<file path="src/rtl/spectrum_pkg.sv">
// Shared types for the spectrum-analysis sequencer: one-hot state encoding and detector mode codes.
package spectrum_pkg;

  typedef enum logic [7:0] {
    ST_IDLE     = 8'b0000_0001,
    ST_KICK     = 8'b0000_0010,
    ST_FEED     = 8'b0000_0100,
    ST_WAIT_MAG = 8'b0000_1000,
    ST_DETECT   = 8'b0001_0000,
    ST_DONE     = 8'b0010_0000,
    ST_ERR      = 8'b0100_0000,
    ST_SPARE    = 8'b1000_0000
  } state_t;

  localparam logic [2:0] MODE_NONE  = 3'b000;
  localparam logic [2:0] MODE_AM    = 3'b001;
  localparam logic [2:0] MODE_FM    = 3'b010;
  localparam logic [2:0] MODE_OTHER = 3'b100;

endpackage

</file>
<file path="src/rtl/spectrum_ctrl_timer.sv">
// Timeout counter: clr reloads zero, counts while en, expired once TIMEOUT_CYC cycles have elapsed.
module spectrum_ctrl_timer #(
  parameter int unsigned TIMEOUT_CYC = 1000000
) (
  input  logic clk,
  input  logic rst_n,
  input  logic clr,
  input  logic en,
  output logic expired
);

  localparam int unsigned TW = $clog2(TIMEOUT_CYC + 1);

  logic [TW-1:0] cnt;

  always_ff @(posedge clk or negedge rst_n) begin
    if (!rst_n) begin
      cnt <= '0;
    end else if (clr) begin
      cnt <= '0;
    end else if (en && !expired) begin
      cnt <= cnt + TW'(1);
    end
  end

  // Holds at the terminal count so a stuck state keeps reporting expiry.
  assign expired = (cnt == TW'(TIMEOUT_CYC - 1));

endmodule

</file>
<file path="src/rtl/spectrum_ctrl.sv">
// Spectrum-pass sequencer: ADC -> FFT feed, magnitude -> RAM write, then modulation_detect handshake.
// Build option SPECTRUM_CTRL_HALF_EN: only the lower FFT_N/2 bins are written to RAM.
module spectrum_ctrl
  import spectrum_pkg::*;
#(
  parameter int unsigned FFT_N       = 4096,
  parameter int unsigned ADDR_W      = 12,
  parameter int unsigned TIMEOUT_CYC = 1000000
) (
  input  logic              clk,
  input  logic              rst_n,
  input  logic              key,
  input  logic              auto_run,
  input  logic              adc_valid,
  output logic              fft_s_valid,
  output logic              fft_s_last,
  input  logic              fft_s_ready,
  input  logic              mag_valid,
  output logic              ram_we,
  output logic [ADDR_W-1:0] ram_waddr,
  output logic              det_en,
  output logic              det_key,
  input  logic              det_valid,
  input  logic [2:0]        det_mode,
  output logic [2:0]        mode_type,
  output logic              busy,
  output logic              done,
  output logic              err
);

  localparam logic [ADDR_W-1:0] LAST_IDX = ADDR_W'(FFT_N - 1);

  state_t            state, nxt;
  logic              key_s1, key_s2, key_d;
  logic              start_c;
  logic [ADDR_W-1:0] beat_cnt;
  logic              bin_wr_ok_c;
  logic              tmr_clr, tmr_en, tmr_exp;

  assign start_c = key_d & ~key_s2;

`ifdef SPECTRUM_CTRL_HALF_EN
  assign bin_wr_ok_c = ~ram_waddr[ADDR_W-1];
`else
  assign bin_wr_ok_c = 1'b1;
`endif

  spectrum_ctrl_timer #(.TIMEOUT_CYC(TIMEOUT_CYC)) u_timer (
    .clk     (clk),
    .rst_n   (rst_n),
    .clr     (tmr_clr),
    .en      (tmr_en),
    .expired (tmr_exp)
  );

  always_ff @(posedge clk or negedge rst_n) begin
    if (!rst_n) state <= ST_IDLE;
    else        state <= nxt;
  end

  // Next-state and per-state outputs; the timer is held clear outside the timed states.
  always_comb begin
    nxt         = state;
    fft_s_valid = 1'b0;
    fft_s_last  = 1'b0;
    ram_we      = 1'b0;
    det_en      = 1'b0;
    det_key     = 1'b1;
    busy        = 1'b0;
    done        = 1'b0;
    err         = 1'b0;
    tmr_en      = 1'b0;
    tmr_clr     = 1'b1;
    case (state)
      ST_IDLE: begin
        if (start_c) nxt = ST_KICK;
      end
      ST_KICK: begin
        det_key = 1'b0;
        nxt     = ST_FEED;
      end
      ST_FEED: begin
        busy        = 1'b1;
        fft_s_valid = adc_valid;
        fft_s_last  = adc_valid && (beat_cnt == LAST_IDX);
        if (adc_valid && fft_s_ready && (beat_cnt == LAST_IDX)) nxt = ST_WAIT_MAG;
      end
      ST_WAIT_MAG: begin
        busy    = 1'b1;
        tmr_en  = 1'b1;
        tmr_clr = 1'b0;
        ram_we  = mag_valid && bin_wr_ok_c;
        if (mag_valid && (ram_waddr == LAST_IDX)) begin
          nxt     = ST_DETECT;
          tmr_clr = 1'b1;
        end else if (tmr_exp) begin
          nxt    = ST_ERR;
          ram_we = 1'b0;
        end
      end
      ST_DETECT: begin
        busy    = 1'b1;
        det_en  = 1'b1;
        tmr_en  = 1'b1;
        tmr_clr = 1'b0;
        if (det_valid)    nxt = ST_DONE;
        else if (tmr_exp) nxt = ST_ERR;
      end
      ST_DONE: begin
        done = 1'b1;
        if (start_c || auto_run) nxt = ST_KICK;
      end
      ST_ERR: begin
        err = 1'b1;
        if (start_c) nxt = ST_KICK;
      end
      default: nxt = ST_IDLE;
    endcase
  end

  // Key resynchroniser; idle-high so reset release never looks like a press.
  always_ff @(posedge clk or negedge rst_n) begin
    if (!rst_n) begin
      key_s1 <= 1'b1;
      key_s2 <= 1'b1;
      key_d  <= 1'b1;
    end else begin
      key_s1 <= key;
      key_s2 <= key_s1;
      key_d  <= key_s2;
    end
  end

  // Beat and bin counters wrap naturally at FFT_N (power of two).
  always_ff @(posedge clk or negedge rst_n) begin
    if (!rst_n) begin
      beat_cnt  <= '0;
      ram_waddr <= '0;
    end else if (state == ST_KICK) begin
      beat_cnt  <= '0;
      ram_waddr <= '0;
    end else begin
      if (state == ST_FEED && adc_valid && fft_s_ready) beat_cnt <= beat_cnt + ADDR_W'(1);
      if (state == ST_WAIT_MAG && mag_valid) ram_waddr <= ram_waddr + ADDR_W'(1);
    end
  end

  always_ff @(posedge clk or negedge rst_n) begin
    if (!rst_n) begin
      mode_type <= MODE_NONE;
    end else if (state == ST_DETECT && det_valid) begin
      mode_type <= det_mode;
    end else if (nxt == ST_ERR && state != ST_ERR) begin
      mode_type <= MODE_NONE;
    end
  end

endmodule

</file>
<file path="config.mk">
export PLATFORM = sky130hd
export DESIGN_NAME = spectrum_ctrl
export DESIGN_NICKNAME = d
export VERILOG_FILES = /design/src/rtl/spectrum_pkg.sv /design/src/rtl/spectrum_ctrl_timer.sv /design/src/rtl/spectrum_ctrl.sv
export SDC_FILE = /design/constraint.sdc
export NUM_CORES = 1
export LEC_CHECK = 0
export ABC_CLOCK_PERIOD_IN_PS = 2900
export BUFFER_PORTS_ARGS = -buffer_cell sky130_fd_sc_hd__buf_2
export CAP_MARGIN = 20
export CORE_MARGIN = 2
export CORE_UTILIZATION = 58
export DETAILED_ROUTE_END_ITERATION = 6
export GPL_TIMING_DRIVEN = 0
export PLACE_DENSITY = 0.79
export SETUP_SLACK_MARGIN = 0.5
export SYNTH_ARGS = -nofsm -noshare
export SYNTH_HDL_FRONTEND = slang
export SYNTH_SLANG_ARGS = --single-unit
export TNS_END_PERCENT = 20
</file>
<file path="constraint.sdc">
create_clock -name clk -period 2.9 [get_ports clk]
set_input_delay 0.435 -clock clk [delete_from_list [all_inputs] [get_ports clk]]
set_output_delay 0.435 -clock clk [all_outputs]
set_load 0.005 [all_outputs]
</file>
==> results of run 1 <==
==> cell type report <==
class	count	area, sq um
clock buffer	12	145
fill	387	1400
multi-input combinational	242	1600
sequential	58	1460
inverter	5	18.8
clock inverter	4	20.0
tap	70	87.6
buffer	16	104
timing repair buffer	46	278
==> cells in the mapped netlist, types with 2 or more instances <==
cell type	number	area, sq um
sky130_fd_sc_hd__a211oi_1	2	15.0
sky130_fd_sc_hd__a21oi_1	4	20.0
sky130_fd_sc_hd__a221o_1	3	30.0
sky130_fd_sc_hd__and2_1	7	43.8
sky130_fd_sc_hd__and3_1	14	87.6
sky130_fd_sc_hd__and3b_1	3	26.3
sky130_fd_sc_hd__and4_1	6	52.6
sky130_fd_sc_hd__buf_6	3	33.8
sky130_fd_sc_hd__clkbuf_1	11	41.3
sky130_fd_sc_hd__dfrtp_1	54	1350
sky130_fd_sc_hd__dfstp_2	4	105
sky130_fd_sc_hd__ha_1	3	37.5
sky130_fd_sc_hd__inv_1	5	18.8
sky130_fd_sc_hd__mux2i_1	2	20.0
sky130_fd_sc_hd__nand2_1	15	56.3
sky130_fd_sc_hd__nand2b_1	3	18.8
sky130_fd_sc_hd__nand3_1	18	90.1
sky130_fd_sc_hd__nand4_1	17	106
sky130_fd_sc_hd__nor2_1	52	195
sky130_fd_sc_hd__nor2b_1	2	12.5
sky130_fd_sc_hd__nor3_1	9	45.0
sky130_fd_sc_hd__nor4_1	5	31.3
sky130_fd_sc_hd__o211ai_1	7	52.6
sky130_fd_sc_hd__o21ai_0	8	40.0
sky130_fd_sc_hd__or2_2	2	12.5
sky130_fd_sc_hd__or3b_2	2	17.5
sky130_fd_sc_hd__or4_4	2	22.5
sky130_fd_sc_hd__xnor2_1	7	61.3
sky130_fd_sc_hd__xor2_1	33	289
==> registers in the layout (all words and copies together) (netlist names) <==
| signal | count |
|---|---|
| key_s2 | 1 |
| key_s1 | 1 |
| mode_type | 3 |
| u_timer.cnt | 20 |
| beat_cnt | 12 |
| key_d | 1 |
| state | 8 |
| ram_waddr | 12 |
==> final timing paths <==
path	endpoint	slack, ps	depth (start not counted)
min	beat_cnt[7]	90	1
max in group asynchronous	u_timer.cnt[6]	2200	2
min in group clk	key_s1	190	1
min reg2reg	key_s2	360	0
max reg2reg	beat_cnt[5]	570	7
max	ram_we	420	6
==> per-layer routing <==
metal	GRT usage, %	vias up
met3	3.88	15
met5	0	-
li1	-	1247
met1	30.2	1260
met4	12.7	0
met2	39.6	49
==> placed cells by master (no fill, tap or decap), drive strengths merged, types with 5 or more instances in the layout <==
cell / count
nand2: 15
o211ai: 7
inv: 5
clkbuf: 22
and3: 14
xor2: 33
buf: 52
nor3: 11
and4: 6
nor4: 5
nand4: 17
o21ai: 8
xnor2: 7
dfrtp: 54
nand3: 18
nor2: 52
and2: 7
==> per-stage QoR <==
step	std cells	hold WS, ps	power, uW
final	453	92.2	1560
after global routing	453	133	1620
after detailed placement	424	351	922
after global placement	423	346	916
after floorplan	321	139	885
after CTS	445	98.9	1570
==> cells by family (layout without fill, tap and decap cells) <==
kind of cell | after synthesis | after routing | share of synthesized area [%]
compound gates | 29 | 29 | 6.42
flops | 58 | 58 | 47.3
simple gates | 167 | 167 | 29.5
other cells | 1 | 1 | 0.122
mux | 2 | 2 | 0.650
xor+xnor | 40 | 40 | 11.4
buf+inv | 21 | 83 | 3.45
fa+ha+maj | 3 | 3 | 1.22
==> critical path, cell delays in order, from the launching register on <==
cell and delay, ps:
sky130_fd_sc_hd__dfrtp_1 370, sky130_fd_sc_hd__buf_6 130, sky130_fd_sc_hd__or4_4 520, sky130_fd_sc_hd__or2_1 240, sky130_fd_sc_hd__buf_6 150, sky130_fd_sc_hd__nor3_2 160
sky130_fd_sc_hd__buf_2 140
==> power by group through the flow <==
stage | clock network [uW] | logic, uW | registers, uW
final | 637 | 90.3 | 829
after global routing | 686 | 100 | 830
after CTS | 651 | 85.4 | 829
after detailed placement | 0 | 78.8 | 843
after global placement | 0 | 73.3 | 843
after floorplan | 0 | 43.7 | 842
==> timing repair <==
item | CTS | global route
setup endpoints to repair | 11 | 29
hold buffers | 0 | 0
pin swaps | 4 | 3
resized for setup | 16 | 10
setup buffers | 5 | 8
==> results.md, run 1 <==
* Lkg Pwr at 0.00170 uW
* Top Layer Used: met4
* Post-layout nets at 392
* Switching portion of total power at 23.9%
* First-pass GRT wire length at 11.1 mm
* Instance area at placement at 3350 sq um
* Average size of a mapped cell at 9.60 sq um
* P_sw at 373 uW
* Via count of the routed design at 2571
* Chip width at 76.9 um
* Post-placement setup slack at 387 ps
* DRC violation total after the first TritonRoute iteration at 166
* Number of antenna violations at the first check in global routing at 0
* Comb power frac at 5.8%
* Clock root buffer master: sky130_fd_sc_hd__clkbuf_8
* Sequential element share of the synthesized area at 47.3%
* Synth warn at 0
* Clock Power Share at 40.9%
* DR vias/cell at 5.68
* Total congestion overflow after global routing at 0
* Die area at 5910 sq um
* Clock tree sinks at 58
* Routed met1 length at 2.99 mm
* Post-route setup TNS at 0 ps
* Initial standard-cell utilization of the core at 60.3%
* Syn Std Cell Area at 3080 sq um
* Setup violation total in the final timing report at 0
* Type of element capturing the critical path: primary output
* Count of flip-flops with a built-in enable after synthesis at 0
* Final worst clock skew at 8.60 ps
* Max Cap Viol at 0
* Actual transition at the worst max-transition pin at 588 ps
* RSZ-0062 raised after global routing: true
* Required time of the critical path at 2470 ps
* # rows at 26
* Worst path arrival time at 2040 ps
* Number of diodes at 0
* Sum of met2 wire segment lengths after detailed routing at 3.51 mm
* Clk Latency, worst-skew pair at 340 ps
* Detailed-route DRC error count at 0
* Antenna Nets Post-Route at 0
* Status: completed
* Launching instance or port of the critical path: state[1]
* Proportion of layout cells with a drive suffix above 1 at 24.8%
* Highest attainable clock frequency at 0.404 GHz
* Path category of the worst min-delay check: primary input to async pin
* CTS Buf Count at 9
* Synth async-reset ratio at 100%
* Std-Cell Core Area at 5110 sq um
* Clk slew on worst S/H paths at 70 ps
* Final instance area at 3710 sq um
* Time the final worst path needs with I/O delays and setup at 2480 ps
* Wire length per cell at 15.1 um
* Ratio of total power to cell area at 420 nW/um^2
* Post-synth net total at 335
* TritonCTS clock tree: built
* HPWL reported at the end of detailed placement at 4.51 mm
* Max-slew violations at 0
* Worst setup slack after layout at 423 ps
* Die outline height at 76.9 um
* Growth of design area from synthesis to finish at 20.4%
* Global placement routability congestion at 0.822
* Startpoint-to-endpoint class of the critical path: flop to primary output
* Count of distinct cell types in the synthesized netlist at 47
* Ports placed on the boundary at 34
* Peak VDD IR at 0.239 mV
* Buffer depth of the longest clock path at 2
* Ys flop type: sky130_fd_sc_hd__dfrtp_1
* Slew HR at 60.8%
* Sum of met3 wire segment lengths after detailed routing at 194 um
* Total count of hold-check failures in the final report at 0
* Count of buffers from port buffering at 32
* CTS H-tree lvls at 3
* Detailed-routing iteration count for the pre-antenna-repair pass at 4
* Internal power component at 1180 uW
* Post-synthesis sequential element count at 58
* Launch point of the worst reg-to-reg path: state[1]
* Final cell utilization of the core at 72.6%
* Maximum number of pins on one net before global-route repair at 36
* Kind of start point of the critical path: flop
* Cells after synthesis at 321
* Share of total power in sequential cells at 53.3%
* Number of global-route vias before repair at 2444
* Aggregate global-route resource usage at 23.9%
* Largest fanout of any net on the critical path at 7
* Tcrit/Tclk final at 85.4%
* Wire length after detailed routing at 6.86 mm
Note: power is estimated with default switching activity, not from simulation.
==> inputs of run 2 (changes only) <==
- ABC_CLOCK_PERIOD_IN_PS: 2900 -> 3100
- CORE_UTILIZATION: 58 -> 64
- CTS_BUF_LIST: unset -> sky130_fd_sc_hd__clkbuf_8
- PLACE_DENSITY: 0.79 -> 0.86
- clock period: 2.9 -> 3.1 ns (I/O delays scaled with it)
==> run 2 against run 1 <==
  * Flip-flop and latch count unchanged
  * Clock skew up 2.2 ps
  * Largest power group unchanged
  * Register-to-register slack better by 20 ps
  * Core utilization is 4.5 points higher
  * Global-route usage up 3.1 points
  * Die area decreased by 8.9%
  * Critical path type unchanged
  * Clock power is 21% higher
  * Highest routed layer unchanged
==> results.md, run 2 (synthesis gave the netlist of run 1 again) <==
* Status: completed
* Final worst clock skew at 10.8 ps (+2.22 ps)
* Slew HR at 53.6% (-7.2 points)
* Comb power frac at 4.6% (-1.2 points)
* Clk slew on worst S/H paths at 70 ps (about the same)
* Time the final worst path needs with I/O delays and setup at 2650 ps
* Aggregate global-route resource usage at 27.1% (+3.1 points)
* Detailed-routing iteration count for the pre-antenna-repair pass at 4 (unchanged)
* DR vias/cell at 5.91 (+4.2%)
* Largest fanout of any net on the critical path at 9 (+2)
* Post-route setup TNS at 0 ps (unchanged)
* Proportion of layout cells with a drive suffix above 1 at 20.6% (-4.2 points)
* TritonCTS clock tree: built
* Largest delay contributor family on the critical path: simple AND/OR/NAND/NOR gates
* Worst setup slack after layout at 449 ps (+25.8 ps)
* Actual transition at the worst max-transition pin at 690 ps (+102 ps)
* Number of flip-flops under the largest register name at 20 (unchanged)
* # rows at 25 (-3.8%)
* Startpoint-to-endpoint class of the critical path: flop to primary output
* Peak VDD IR at 0.452 mV (+89%)
* Number of antenna violations at the first check in global routing at 0 (unchanged)
* Buffer depth of the longest clock path at 2 (unchanged)
* Commonest cells after routing, fill and taps aside: sky130_fd_sc_hd__dfrtp_1, sky130_fd_sc_hd__nor2_1, sky130_fd_sc_hd__xor2_1, sky130_fd_sc_hd__buf_2
* Number of global-route vias before repair at 2425 (-0.78%)
* Path category of the worst min-delay check: primary input to async pin
* CTS Buf Count at 9 (unchanged)
* Switching portion of total power at 22.0% (-2.0 points)
* Kind of start point of the critical path: flop
* Total congestion overflow after global routing at 0 (unchanged)
* Tcrit/Tclk final at 85.5%
* Count of buffers from port buffering at 32 (unchanged)
* Number of diodes at 0 (unchanged)
* Post-layout nets at 383 (-2.3%)
* CP max stage delay at 540 ps (+20 ps)
* HPWL reported at the end of detailed placement at 4.41 mm (-2.2%)
* P_sw at 356 uW (-4.5%)
* Clock root buffer master: sky130_fd_sc_hd__clkbuf_8
* Initial standard-cell utilization of the core at 65.7% (+5.3 points)
* DRC violation total after the first TritonRoute iteration at 140 (-16%)
* Wire length after detailed routing at 6.68 mm (-2.7%)
* Chip width at 73.4 um (-4.6%)
* Worst path arrival time at 2190 ps (+150 ps)
* Most common cell after layout, fill and taps aside: sky130_fd_sc_hd__dfrtp_1
* Std-Cell Core Area at 4690 sq um (-8.1%)
* Via count of the routed design at 2531 (-1.6%)
* Ordered list of cells on the worst path: buf_6 > or4_4 > or2_1 > buf_6 > a21oi_1 > buf_2
* Max-slew violations at 0 (unchanged)
* Ports placed on the boundary at 34 (unchanged)
* Max Cap Viol at 0 (unchanged)
* CTS Hold Buffers Added at 0 (unchanged)
* Die area at 5390 sq um (-8.9%)
* Internal power component at 1260 uW (+6.8%)
* CTS H-tree lvls at 3 (unchanged)
* Clk Latency, worst-skew pair at 350 ps (about the same)
* Wire length per cell at 15.6 um (+3.0%)
* Clock Power Share at 47.6% (+6.7 points)
* First-pass GRT wire length at 11.1 mm (about the same)
* Total count of hold-check failures in the final report at 0 (unchanged)
* Crit-path most repeated cell: sky130_fd_sc_hd__buf_6
* Antenna Nets Post-Route at 0 (unchanged)
* Detailed-route DRC error count at 0 (unchanged)
* Required time of the critical path at 2630 ps (+160 ps)
* Biggest registers after layout: u_timer.cnt: 20 flops, beat_cnt: 12 flops, ram_waddr: 12 flops
* Power consumption at 1620 uW (+4.1%)
* Layout fillers at 317 (-18%)
* RSZ-0062 raised after global routing: true
* Register ranked first by flip-flop count: u_timer.cnt
* Ratio of total power to cell area at 448 nW/um^2 (+6.8%)
* Lkg Pwr at 0.00167 uW (-1.8%)
* Count of buffer and inverter cells on the critical path at 3 (unchanged)
* Post-placement setup slack at 566 ps (+179 ps)
* Setup violation total in the final timing report at 0 (unchanged)
* Share of total power in sequential cells at 47.8% (-5.5 points)
* Die outline height at 73.4 um (-4.6%)
* Cell type of the slowest stage on the worst timing path: sky130_fd_sc_hd__or4_4
* Type of element capturing the critical path: primary output
* Global placement routability congestion at 0.880 (+7.0%)
* Maximum number of pins on one net before global-route repair at 43 (+19%)
* Highest attainable clock frequency at 0.377 GHz
* Clock tree sinks at 58 (unchanged)
* Growth of design area from synthesis to finish at 17.4%
[run 2: changes by cell type in the layout (fill, tap and decap cells not counted), moves of 2 or more]
cell	delta
sky130_fd_sc_hd__clkinv_2	-2
sky130_fd_sc_hd__bufinv_16	+2
sky130_fd_sc_hd__nor4_1	+3
sky130_fd_sc_hd__a21oi_1	+2
sky130_fd_sc_hd__buf_4	-8
sky130_fd_sc_hd__nor4_2	-3
[run 2: layout make-up]
cell class	instances	area (sq um)	share of cell area, %
Multi-Input combinational cell	242	1550	42.9
Sequential cell	58	1460	40.3
Timing Repair Buffer	37	210	5.81
Clock buffer	10	138	3.80
Buffer	16	92.6	2.56
Clock inverter	6	81.3	2.25
Tap cell	54	67.6	1.87
Inverter	5	18.8	0.519
[run 2: final timing paths]
kind | start | end | slack [ps] | cells after the start
max | state[6] | busy | 450 | 6
min | rst_n | state[3] | 30 | 1
max reg2reg | state[6] | ram_waddr[9] | 590 | 7
min reg2reg | key_s1 | key_s2 | 360 | 0
max in group asynchronous | rst_n | u_timer.cnt[6] | 2490 | 2
min in group clk | key | key_s1 | 220 | 1
[run 2: worst register-to-register path, cell delays in order, from the launching register on]
cell and delay [ps]:
sky130_fd_sc_hd__dfrtp_1 390, sky130_fd_sc_hd__buf_6 140, sky130_fd_sc_hd__or4_2 670, sky130_fd_sc_hd__nor3_1 500, sky130_fd_sc_hd__buf_2 310, sky130_fd_sc_hd__nand3_1 140
sky130_fd_sc_hd__xor2_1 180, sky130_fd_sc_hd__nor2_1 60
[run 2: power groups by stage]
stage	sequential, uW	combinational, uW	clock, uW
3_3_place_gp	788	67.8	0
4_1_cts	775	74.6	780
2_1_floorplan	787	40.9	0
6_report	775	73.9	772
3_5_place_dp	789	73.3	0
5_1_grt	776	83.6	810
[run 2: metrics by stage]
step | hold slack, ps | util (%) | std cells | area (sq um)
floorplan | 169 | - | 321 | 3080
global placement | 346 | 70.5 | 407 | 3310
detailed placement | 347 | 71.0 | 408 | 3330
CTS | 34.9 | 76.5 | 427 | 3590
global route | 55.0 | 77.1 | 428 | 3620
finish | 32.5 | 77.1 | 428 | 3620
[run 2: layer usage]
layer	track usage (%)	wire length [um]	up-vias
met5	0	0	-
met4	12.5	82	0
met3	6.72	249	9
met2	44.0	3360	49
met1	34.1	2990	1246
li1	-	-	1227
[run 2: repair_timing]
item	in CTS	in global routing
setup endpoints to repair	5	5
resized for setup	5	6
setup buffers	3	1
pin swaps	2	1
